$ cat config.mk
export PLATFORM = sky130hd
export DESIGN_NAME = lsu_master
export DESIGN_NICKNAME = d
export VERILOG_FILES = /design/src/rtl/risc_pkg.sv /design/src/rtl/lsu_align_chk.sv /design/src/rtl/lsu_master.sv
export SDC_FILE = /design/constraint.sdc
export NUM_CORES = 1
export LEC_CHECK = 0
export BUFFER_PORTS_ARGS = -buffer_cell sky130_fd_sc_hd__buf_4
export CAP_MARGIN = 0
export CORE_UTILIZATION = 30
export CTS_CLUSTER_DIAMETER = 30
export DETAILED_ROUTE_END_ITERATION = 10
export HOLD_SLACK_MARGIN = 0.08
export PLACE_DENSITY = 0.7
export SLEW_MARGIN = 25
export SYNTH_ARGS = -nofsm -noshare
export SYNTH_HDL_FRONTEND = slang
export SYNTH_SLANG_ARGS = --single-unit
$ cat constraint.sdc
create_clock -name clk -period 1.65 [get_ports clk]
set_input_delay 0.33 -clock clk [delete_from_list [all_inputs] [get_ports clk]]
set_output_delay 0.33 -clock clk [all_outputs]
set_load 0.02 [all_outputs]
$ cat src/rtl/risc_pkg.sv
// Shared core types: data-memory access size plus the load/store unit's
// state type and byte-count helper.
package risc_pkg;

    typedef enum logic [1:0] {
        BYTE = 2'd0,
        HALF = 2'd1,
        TRPL = 2'd2,
        WORD = 2'd3
    } op_enum_dmem_size;

    typedef enum logic [1:0] {
        IDLE   = 2'd0,
        ACCESS = 2'd1,
        WAIT   = 2'd2,
        RESP   = 2'd3
    } lsu_state_e;

    function automatic logic [2:0] dmem_nbytes(input op_enum_dmem_size size);
        case (size)
            BYTE:    return 3'd1;
            HALF:    return 3'd2;
            TRPL:    return 3'd3;
            default: return 3'd4;
        endcase
    endfunction

endpackage

$ cat src/rtl/lsu_align_chk.sv
// Flags an access whose bytes would cross a 32-bit word boundary.
module lsu_align_chk
    import risc_pkg::*;
(
    input  logic [1:0]       addr,
    input  op_enum_dmem_size size,
    output logic             misaligned
);

    assign misaligned = (({1'b0, addr}) + dmem_nbytes(size)) > 3'd4;

endmodule

$ cat src/rtl/lsu_master.sv
// Single-outstanding load/store initiator between pipeline and data memory.
// Define LSU_ALIGN_CHECK_EN to reject word-crossing accesses with resp_err.
module lsu_master
    import risc_pkg::*;
#(
    parameter int unsigned ADDR_WIDTH = 32,
    parameter int unsigned DATA_WIDTH = 32,
    parameter int unsigned SYNC_READ  = 0
) (
    input  logic                  clk,
    input  logic                  res_n,
    input  logic                  cpu_valid,
    output logic                  cpu_ready,
    input  logic                  cpu_we,
    input  op_enum_dmem_size      cpu_size,
    input  logic                  cpu_zero_ex,
    input  logic [ADDR_WIDTH-1:0] cpu_addr,
    input  logic [DATA_WIDTH-1:0] cpu_wdata,
    output logic                  resp_valid,
    input  logic                  resp_ready,
    output logic [DATA_WIDTH-1:0] resp_rdata,
    output logic                  resp_err,
    output logic                  mem_req,
    output logic                  mem_wen,
    output logic                  mem_ren,
    output logic                  mem_zero_ex,
    output op_enum_dmem_size      mem_size,
    output logic [ADDR_WIDTH-1:0] mem_addr,
    output logic [DATA_WIDTH-1:0] mem_wdata,
    input  logic [DATA_WIDTH-1:0] mem_rdata
);

    lsu_state_e            state, next_state;
    logic                  req_we;
    op_enum_dmem_size      req_size;
    logic                  req_zero_ex;
    logic [ADDR_WIDTH-1:0] req_addr;
    logic [DATA_WIDTH-1:0] req_wdata;
    logic [DATA_WIDTH-1:0] rdata_q;
    logic                  err_q;
    logic                  accept;
    logic                  capture;
    logic                  misaligned;

`ifdef LSU_ALIGN_CHECK_EN
    lsu_align_chk u_align_chk (
        .addr       (cpu_addr[1:0]),
        .size       (cpu_size),
        .misaligned (misaligned)
    );
`else
    assign misaligned = 1'b0;
`endif

    always_comb begin
        next_state = state;
        cpu_ready  = 1'b0;
        resp_valid = 1'b0;
        mem_req    = 1'b0;
        mem_wen    = 1'b0;
        mem_ren    = 1'b0;
        accept     = 1'b0;
        capture    = 1'b0;
        case (state)
            IDLE: begin
                cpu_ready = 1'b1;
                if (cpu_valid) begin
                    accept     = 1'b1;
                    next_state = misaligned ? RESP : ACCESS;
                end
            end
            ACCESS: begin
                mem_req = 1'b1;
                mem_wen = req_we;
                mem_ren = ~req_we;
                if (req_we) begin
                    next_state = RESP;
                end else if (SYNC_READ != 0) begin
                    next_state = WAIT;
                end else begin
                    capture    = 1'b1;
                    next_state = RESP;
                end
            end
            WAIT: begin
                capture    = 1'b1;
                next_state = RESP;
            end
            RESP: begin
                resp_valid = 1'b1;
                if (resp_ready) next_state = IDLE;
            end
            default: next_state = IDLE;
        endcase
    end

    // Response data is cleared on accept so stores and rejected requests return 0.
    always_ff @(posedge clk) begin
        if (!res_n) begin
            state       <= IDLE;
            req_we      <= 1'b0;
            req_size    <= BYTE;
            req_zero_ex <= 1'b0;
            req_addr    <= '0;
            req_wdata   <= '0;
            rdata_q     <= '0;
            err_q       <= 1'b0;
        end else begin
            state <= next_state;
            if (accept) begin
                req_we      <= cpu_we;
                req_size    <= cpu_size;
                req_zero_ex <= cpu_zero_ex;
                req_addr    <= cpu_addr;
                req_wdata   <= cpu_wdata;
                rdata_q     <= '0;
                err_q       <= misaligned;
            end else if (capture) begin
                rdata_q <= mem_rdata;
            end
        end
    end

    assign mem_size    = req_size;
    assign mem_zero_ex = req_zero_ex;
    assign mem_addr    = req_addr;
    assign mem_wdata   = req_wdata;
    assign resp_rdata  = rdata_q;
    assign resp_err    = err_q;

endmodule

==> Yosys cells after proc, flatten, opt, wreduce, memory -nomap -nowiden <==
Index checks and enable logic that the tools add are counted.
{ "word_totals": {"rom_bits": 0, "latchBits": 0, "mem_count": 0, "register_bits": 102, "ram_bits": 0} }
{ "classes": {"n_eq_ne": 5, "shifts": 0, "n_reduce_logical": 4, "muxes": 12, "multipliers": 0, "magnitude_cmp": 0, "n_div": 0, "add_sub_neg": 0, "n_bitwise": 2} }
{ "ops": {"columns": ["cell", "n"], "rows": [
  ["two-way mux 1 bit", 8],
  ["case mux 2 bit (3 select lines)", 1],
  ["== test 2 bit, second input constant", 2],
  ["two-way mux 2 bit", 2],
  ["!= test 2 bit, second input constant", 2],
  ["OR reduction 2 bit", 2],
  ["== test 2 x 1 -> 1 bit, second input constant", 1],
  ["logical NOT 2 bit", 1],
  ["inverter 1 bit", 2],
  ["case mux 1 bit (2 select lines)", 1],
  ["AND reduction 2 bit", 1]
]} }

==> Depth between registers and ports, before layout <==
Gate-level depths: netlist (run 1).
{ "logic_depth": {"ltp_word": 3, "mapped_depth": 8, "ltp_nobuf": 5} }

==> Worst setup path before layout (run 1) <==
Ideal clock, no wire load.
{ "synth_path": {"path_type": "register to register", "startpoint": "register state[1]", "endpoint": "register rdata_q[10] (netlist: resp_rdata[10])", "slack_ns": -0.139, "n_path_buf": 2, "setup_ns": 0.072, "required_ns": 1.578, "period_less_slack_ns": 1.789, "path_stages_with_launch": 8, "arrival_time_ns": 1.717, "path_cell_list": "dfxtp_1 -> inv_1 -> ha_1 -> nor2b_1 -> o21a_1 -> buf_6 -> buf_6 -> mux2i_1"} }
{ "synth_via": {"elab_chain_len": 3, "elab_cells_between_ends": 6, "cone_classes": "2 x eq/ne; 2 x mux; 2 x reduce/logical"} }
{ "synth_rtl": {"columns": ["item", "line_no", "text"], "rows": [
  ["start: declaration", "lsu_master.sv:33", "lsu_state_e state, next_state;"],
  ["start signal: assignment", "lsu_master.sv:109", "state <= next_state;"],
  ["logical NOT 2 bit", "lsu_master.sv:64", "case (state)"],
  ["two-way mux 1 bit", "lsu_master.sv:64", null],
  ["OR reduction 2 bit (no line)", null, null],
  ["end signal: assignment", "lsu_master.sv:119", "rdata_q <= mem_rdata;"],
  ["end: declaration", "lsu_master.sv:39", "logic [DATA_WIDTH-1:0] rdata_q;"]
]} }
Parallel ways exist; a longest one is shown, timed or not.
A chain may end at the register's enable or synchronous reset.

==> Worst setup path in the final report (run 1) <==
{ "layout_path": {"startpoint": "register state[1]", "endpoint": "output mem_ren"} }
{ "layout_via": {"elab_chain_len": 2} }
{ "layout_rtl": {"columns": ["item", "line_no", "text"], "rows": [
  ["== test 2 x 1 -> 1 bit", "lsu_master.sv:64", null],
  ["two-way mux 1 bit", "lsu_master.sv:64", null],
  ["end: declaration", "lsu_master.sv:25", "output logic mem_ren,"]
]} }
No other way between the ends.

==> results.md, run 1 <==
- Outcome: finished clean
- Syn Nets: 569
- Max layer used: met4
- # Post-CTS Setup Buffers: 0
- Top cells by area, synth: dfxtp_1 (53%), nand2_1 (20%), a21oi_1 (9.1%)
- Logic pwr share: 25.9%
- CP Class: reg2out
- Nets: 760
- DR vias: about 3700
- Tcrit/Tclk final: 95.0%
- DRT iter0 DRCs: 179
- Post-Syn Instances: 459
- CP arrival: roughly 1200 ps
- Clock Tree Root: clkbuf_16
- Sinks on the clock net: 102
- Avg Synthesized Cell Area: 8.35 um2
- Final WL: 10.3 mm
- Share of layout cells above drive strength 1: about 37%
- Number of global-route vias before repair: 3445
- MaxCap Viol Count: 0
- Area leader, netlist: dfxtp_1
- Die extent in x: 115 um
- HP Class: in2reg
- WP data required: 1320 ps
- Min Tclk post-route: 1570 ps
- Routed met1 length: approximately 4.2 mm
- Clock slew at reported path FFs: 70 ps
- Core outline area: 0.0122 mm2
- Chip height: 115 um
- Endpoint class of the critical path: primary output
- Startpoint types: flip-flop
- Fillers: 1210
- Die area: 0.0132 mm2
- Inserted Clock Buffers: 9
- Pleak: approximately 2.6 nW
- Peak VDD IR: 0.558 mV
- Area of the multi-input gates: 0.00160 mm2
- Clock Skew: 7.55 ps
- GRT Residual Overflow: 0
- Initial Util: 31.4%
- Post-CTS Hold Buffers: 0
- Gr usage total: 15.1%
- Sw Pwr: 0.00204 W
- Layout area overhead: 53.4%
- Worst-path maximum fanout: 4
- Post-route ant nets: 0
- Synth cell types: 21
- EDFF count, synth: 0
- Metal2 WL: 5.10 mm
- # port buffers: ~210
- Vias per inst: 4.47
- Ports: around 210
- CTS H-tree depth: 3
- Main synth FF type: dfxtp_1
- Sequential share of power: 41.2%
- Clock power share: between 30 and 40%
- DR DRC count: 0
- Setup_tns: 0 ps
- Largest net degree at the start of global routing: 71
- Cell Int Power: 0.00485 W
- First-pass GRT wire length: 15.5 mm
- Initial antenna violation count: 0
- Sequential area share after synthesis: 53.3%
- Setup Viol. Count Final: 0
- GP Congestion: 0.739
- CTS tree: done
- Post-DP HPWL: 7.45 mm
- CTS max path bufs: 2
- PwrDens: roughly 1200 mW/mm2
- Skew-Pair Late Insertion Delay: about 340 ps
- Rows: 40
- Yosys top cell area share: 53.3%
- Final slew viol count: 0
- Hold Slack: 226 ps
- Synth warn: 0
- Switching Share: 29.6%
- Maximum clock frequency: 0.638 GHz
- WL met3: 809 um
- Netlist Area Pre-Place: 0.00383 mm2
- First drt pass iteration count: 4
- N_diodes: 0
- RSZ-0062 raised after global routing: false
- Register Area: 0.00204 mm2
- Fin. Hold Viols: 0
- Async SR Flop Fraction: 0%
- Mean routed wirelength per cell: 12.5 um
- Synthesis-stage register bit count: 102
cells in the final DEF (no fill, tap or decap):
cell / synthesis / routed
mux2i_1: 32 / 32
nand3_1: 1 / 1
buf_12: 0 / 7
bufinv_16: 0 / 2
dfxtp_2: 0 / 2
nand2_2: 0 / 1
ha_1: 6 / 3
clkinvlp_4: 0 / 2
nand2_1: 201 / 200
clkbuf_16: 0 / 9
ha_2: 0 / 3
nand2b_1: 2 / 2
conb_1: 1 / 1
clkbuf_1: 8 / 2
and2_2: 0 / 1
and2_1: 2 / 1
inv_1: 2 / 1
buf_4: 3 / 207
a21oi_1: 70 / 70
inv_2: 1 / 2
clkinv_4: 0 / 1
a311oi_1: 1 / 1
a21o_1: 1 / 1
nor2b_4: 0 / 1
a21boi_4: 0 / 1
dfxtp_1: 102 / 100
o21a_2: 0 / 1
timing repair:
item | 4_1_cts | 5_1_grt
endpoints found under the setup margin | 3 | 2
hold endpoints to repair | 0 | 0
gates resized for setup | 4 | 2
path summary, 6_finish.rpt:
kind | startpoint | end | slack, ps | depth (start not counted)
worst max-delay path | state[1] | mem_ren | 80 | 4
worst min-delay path | cpu_we | req_we | 230 | 3
worst max register to register | state[0] | resp_rdata[7] | 160 | 5
worst min register to register | mem_wdata[12] | mem_wdata[12] | 450 | 2
final cells by class:
class	instances	area share, %
Clock buffer	11	3.96
Inverter	3	0.192
Tap cell	168	3.58
Clock inverter	5	1.43
Multi-Input combinational cell	320	27.3
Sequential cell	102	34.8
Timing Repair Buffer	214	28.8
per-stage QoR:
stage	std cells	setup WS, ps	total power, W	instance area (um2)	util, %
6_report	823	82.9	0.00689	5880	48.1
5_1_grt	823	8.03	0.00722	5880	48.1
4_1_cts	823	20.2	0.00698	5870	48.1
3_5_place_dp	807	84.4	0.00469	5550	45.5
3_3_place_gp	807	188	0.00465	5550	45.5
2_1_floorplan	459	45.3	0.00394	3840	-
cells by family (layout without fill, tap and decap cells):
logic type / Yosys count / after routing / synth area share, %
AO/OA/AOI/OAI: 74 / 74 / 9.96
adder cells (fa/ha/maj): 6 / 6 / 1.96
buffers and inverters: 37 / 233 / 5.71
flip-flops: 102 / 102 / 53.3
multiplexers: 32 / 32 / 8.36
other: 1 / 1 / 0.0978
AND/OR/NAND/NOR: 207 / 207 / 20.6
synth_stat cells, types with 2 or more instances:
library cell and number:
nand2_1 201, dfxtp_1 102, a21oi_1 70, mux2i_1 32, buf_2 13, clkbuf_1 8, buf_6 7, ha_1 6
buf_1 3, buf_4 3, and2_1 2, inv_1 2, nand2b_1 2
power groups by stage:
| stage | clock network, W | logic (W) | registers (W) |
|---|---|---|---|
| after floorplan | 0 | 0.000791 | 0.00315 |
| after global placement | 0 | 0.00177 | 0.00288 |
| after detailed placement | 0 | 0.00180 | 0.00289 |
| after global routing | 0.00243 | 0.00193 | 0.00287 |
| final | 0.00226 | 0.00179 | 0.00284 |
| after CTS | 0.00233 | 0.00181 | 0.00284 |
per-layer routing:
layer | track usage [%] | vias to the layer above
met1 | 16.7 | 1674
met4 | 7.97 | 0
met2 | 26.1 | 140
met3 | 4.59 | 16
li1 | - | 1848
met5 | 0 | -
worst max-delay path, stage by stage, from the launching register on:
cell and delay (ps):
dfxtp_2 340, inv_2 80, ha_2 190, nor2b_4 140, buf_4 150
sequential cells by signal, indices dropped and copies added (netlist names):
register,count
req_we,1
resp_rdata,32
mem_addr,32
mem_wdata,32
state,2
mem_zero_ex,1
mem_size,2
No activity file was read; power rests on OpenSTA's default activity.
==> run 2, diff against run 1 <==
==> constraint.sdc (replaced) <==
create_clock -name clk -period 1.6 [get_ports clk]
set_input_delay 0.32 -clock clk [delete_from_list [all_inputs] [get_ports clk]]
set_output_delay 0.32 -clock clk [all_outputs]
set_load 0.02 [all_outputs]
==> results.md, run 2 (synthesis results as in run 1) <==
- Reg-to-Reg End: resp_rdata[25]
- CP arrival: 1230 ps
- Endpoint class of the critical path: primary output
- GRT Residual Overflow: 0
- Final slew viol count: 0
- Die area: 0.0132 mm2
- Rows: 40
- CTS H-tree depth: 3
- CP Buf/Inv Count: 2
- Clock slew at reported path FFs: 70 ps
- N_diodes: 0
- Crit path to: cpu_ready
- Worst setup slack after placement: -11.1 ps
- RSZ-0062 raised after global routing: true
- FF-to-FF Start: state[0]
- Clock Tree Root: clkbuf_16
- Post-route ant nets: 0
- Final WL: a little over 10 mm
- Setup Viol. Count Final: 0
- CP Class: reg2out
- Critical Path Stages: 3
- Post-Route Utilization: between 40% and 50%
- Post-CTS Hold Buffers: 0
- Core outline area: 0.0122 mm2
- Min Tclk post-route: 1550 ps
- Skew-Pair Late Insertion Delay: between 300 and 400 ps
- Area of the multi-input gates: 0.00160 mm2
- Share of layout cells above drive strength 1: 36.8%
- Mean routed wirelength per cell: between 10 and 15 um
- Peak VDD IR: 0.544 mV
- Register Area: 0.00204 mm2
- PwrDens: 1180 mW/mm2
- Most frequent cells in the layout: buf_4 (209), nand2_1 (200), dfxtp_1 (100)
- Worst Setup SP: state[0]
- Outcome: finished clean
- Startpoint types: flip-flop
- Post-DP HPWL: approximately 7.5 mm
- Top Family by Delay on Critical Path: flip-flops
- Vias per inst: around 4.4
- CP peak stage delay: ~390 ps
- Fillers: 1182
- Final worst slack: 53.5 ps
- Cells on worst reg2reg path: 5
- HP Class: in2reg
- Flop2flop setup slack: approximately 120 ps
- Ports: 209
- Post-placement cell area: ~0.0056 mm2
- CP Cell Sequence: inv_1, ha_2, buf_4
- Pleak: 2.60 nW
- Number of global-route vias before repair: 3365
- Nets: 763
- Setup_tns: 0 ps
- Largest net degree at the start of global routing: 65
- Sinks on the clock net: 102
- Inserted Clock Buffers: 9
- Layout area overhead: 53.0%
- # port buffers: 207
- Chip height: 115 um
- Commonest non-fill, non-tap cell in the layout: buf_4
- Tcrit/Tclk final: roughly 97%
- Worst-path cell with the longest stage delay: dfxtp_2
- Initial Util: 31.4%
- First drt pass iteration count: 4
- Min-delay src: cpu_addr[31]
- First-pass GRT wire length: 15.6 mm
- Initial antenna violation count: 0
- Maximum clock frequency: around 0.65 GHz
- GP Congestion: 0.737
- DR DRC count: 0
- Die extent in x: 115 um
- DRT iter0 DRCs: about 210
- CTS max path bufs: 2
- CTS tree: done
- Clock Skew: 7.07 ps
- MaxCap Viol Count: 0
- WP data required: ~1300 ps
- Gr usage total: approximately 15%
- Pwr Total: 0.00691 W
- Fin. Hold Viols: 0
- DR vias: 3624
- Post-route cell area: 0.00586 mm2
- Worst-path maximum fanout: 6
run 2: cell types whose count changed in the layout (fill, tap and decap cells not counted), sizes merged:
cell	change
clkinvlp	-1
clkinv	+1
buf	+3
clkbuf	+1
bufinv	-1
run 2: worst min path at each step:
| stage | endpoint | depth (start not counted) |
|---|---|---|
| finish | mem_addr[31] | 3 |
| global route | mem_wdata[13] | 3 |
| CTS | mem_addr[21] | 3 |
| detailed placement | mem_wdata[7] | 2 |
| global placement | resp_rdata[25] | 2 |
| floorplan | req_we | 2 |
run 2: tightest hold or removal path, cell delays in order:
cell and delay [ps]:
buf_4 110, nand2_1 40, a21oi_1 50
run 2: cell type report:
class | count | area share [%]
Inverter | 3 | 0.192
Multi-Input combinational cell | 320 | 27.3
Timing Repair Buffer | 217 | 29.2
Clock buffer | 12 | 4.03
Clock inverter | 4 | 0.811
Sequential cell | 102 | 34.9
Tap cell | 168 | 3.58
run 2: per-layer routing:
layer  up-vias  global-route usage (%)  share of wire (%)
li1       1848                       -                  -
met1      1639                    16.8                 41
met2       124                    27.0                 50
met3        13                    4.64                6.9
met4         0                    5.63                1.5
met5         -                       0                  0
run 2: what timing repair did:
action | in CTS | in global routing
buffers inserted | 0 | 1
gates resized for setup | 4 | 3
setup endpoints to repair | 8 | 3
pin swaps | 0 | 0
run 2: where the power goes:
| group | internal (W) | leakage (nW) | switching [W] |
|---|---|---|---|
| logic | 0.000856 | 1.63 | 0.00101 |
| clock network | 0.00121 | 0.137 | 0.000906 |
| registers | 0.00279 | 0.833 | 0.000141 |
run 2: metrics by stage:
step	std cells	hold slack, ps
2_1_floorplan	459	456
3_3_place_gp	809	442
3_5_place_dp	809	449
4_1_cts	825	211
5_1_grt	826	214
6_report	826	224
==> run 3, diff against run 2 <==
==> constraint.sdc (replaced) <==
create_clock -name clk -period 1.77 [get_ports clk]
set_input_delay 0.354 -clock clk [delete_from_list [all_inputs] [get_ports clk]]
set_output_delay 0.354 -clock clk [all_outputs]
set_load 0.02 [all_outputs]
==> results.md, run 3 (synthesis results as in run 1) <==
- Outcome: finished clean
- Post-CTS Hold Buffers: 0
- Register Area: 0.00204 mm2
- CTS tree: done
- DR DRC count: 0
- Initial Util: 31.4%
- Post-placement cell area: 0.00554 mm2
- Die extent in x: 115 um
- Sequential share of power: 43.3%
- Maximum clock frequency: 0.595 GHz
- Post-route cell area: 0.00581 mm2
- Layout area overhead: 51.7%
- Share of layout cells above drive strength 1: ~36%
- Sinks on the clock net: around 100
- Most frequent cells in the layout: buf_4 (209), nand2_1 (200), dfxtp_1 (100)
- DR vias: 3655
- Fin. Hold Viols: 0
- HP Class: in2reg
- Clock power share: 29.5%
- Die area: around 0.013 mm2
- First drt pass iteration count: 4
- Worst-path maximum fanout: 4
- Final slew viol count: 0
- # Post-CTS Setup Buffers: 0
- Pwr Total: between 0.006 and 0.007 W
- Min Tclk post-route: around 1700 ps
- DRT iter0 DRCs: 175
- Chip height: 115 um
- CP Class: reg2out
- WP data required: 1420 ps
- GRT Residual Overflow: 0
- Final worst slack: 88.9 ps
- Worst-path cell with the longest stage delay: dfxtp_2
- Largest net degree at the start of global routing: 65
- CTS H-tree depth: 3
- Peak VDD IR: 0.541 mV
- Commonest non-fill, non-tap cell in the layout: buf_4
- Startpoint types: flip-flop
- First-pass GRT wire length: 16.6 mm
- Vias per inst: ~4.4
- Initial antenna violation count: 0
- Sw Pwr: between 0.0015 and 0.002 W
- CP peak stage delay: around 340 ps
- Clock Skew: 5.53 ps
- Nets: roughly 760
- GP Congestion: between 0.7 and 0.8
- Setup Viol. Count Final: 0
- Switching Share: 30.4%
- Worst setup slack after placement: 72.9 ps
- Logic pwr share: 27.1%
- Clock slew at reported path FFs: 70 ps
- CP Cell Sequence: inv_1, ha_1, nor2b_2, buf_4
- Inserted Clock Buffers: 9
- MaxCap Viol Count: 0
- RSZ-0062 raised after global routing: false
- Final WL: approximately 10 mm
- Ports: 209
- Endpoint class of the critical path: primary output
- Tcrit/Tclk final: 95.0%
- Core outline area: 0.0122 mm2
- N_diodes: 0
- Post-route ant nets: 0
- # port buffers: 207
- CTS max path bufs: 2
- CP arrival: 1330 ps
- Fillers: about 1200
- Mean routed wirelength per cell: 12.7 um
- PwrDens: 1050 mW/mm2
- Post-DP HPWL: 7.79 mm
- Cell Int Power: 0.00426 W
- Clock Tree Root: clkbuf_16
- Rows: 40
- Pleak: 2.59 nW
- Setup_tns: 0 ps
- Gr usage total: 16.0%
- Area of the multi-input gates: ~0.0016 mm2
- Skew-Pair Late Insertion Delay: 340 ps
- Number of global-route vias before repair: 3617
-- run 3: path summary, 6_finish.rpt --
path	from	endpoint	slack (ps)	depth (start not counted)
hold reg to reg	mem_wdata[21]	mem_wdata[21]	460	2
setup / recovery	state[1]	mem_ren	90	4
hold / removal	cpu_wdata[17]	mem_wdata[17]	260	3
setup reg to reg	state[1]	resp_rdata[0]	120	6
-- run 3: what timing repair did --
item,CTS,global route
pin swaps,0,0
endpoints found under the setup margin,1,3
hold endpoints to repair,0,0
resized for setup,1,1
-- run 3: routing by layer --
metal  up-vias  global-route usage (%)  routed length (um)
met5         -                       0                   0
met2       139                    28.4                5210
li1       1846                       -                   -
met3        22                    4.69                 865
met1      1648                    17.3                4150
met4         0                    8.23                 276
-- run 3: per-stage QoR --
step	instances	utilization (%)	hold WS, ps
6_report	824	47.6	257
5_1_grt	824	47.6	250
4_1_cts	824	47.6	238
3_3_place_gp	808	45.4	442
3_5_place_dp	808	45.4	448
2_1_floorplan	459	-	456
-- run 3: final cells by class --
class	instances	area share [%]
Sequential cell	102	35.2
Timing Repair Buffer	215	29.1
Multi-Input combinational cell	320	27.4
Clock buffer	12	4.24
Tap cell	168	3.62
Clock inverter	4	0.387
Inverter	3	0.194
-- run 3: worst max-delay path: cells and delay by family, from the launching register on --
kind	cells	cell delay [ps]
fa+ha+maj	1	190
flops	1	340
simple gates	1	180
buf+inv	2	270
-- run 3: power groups by stage --
stage / clock (W) / combinational [W] / sequential, W
after floorplan: 0 / 0.000733 / 0.00294
after global placement: 0 / 0.00164 / 0.00268
after detailed placement: 0 / 0.00168 / 0.00270
after CTS: 0.00188 / 0.00168 / 0.00265
after global routing: 0.00197 / 0.00180 / 0.00267
final: 0.00181 / 0.00166 / 0.00265
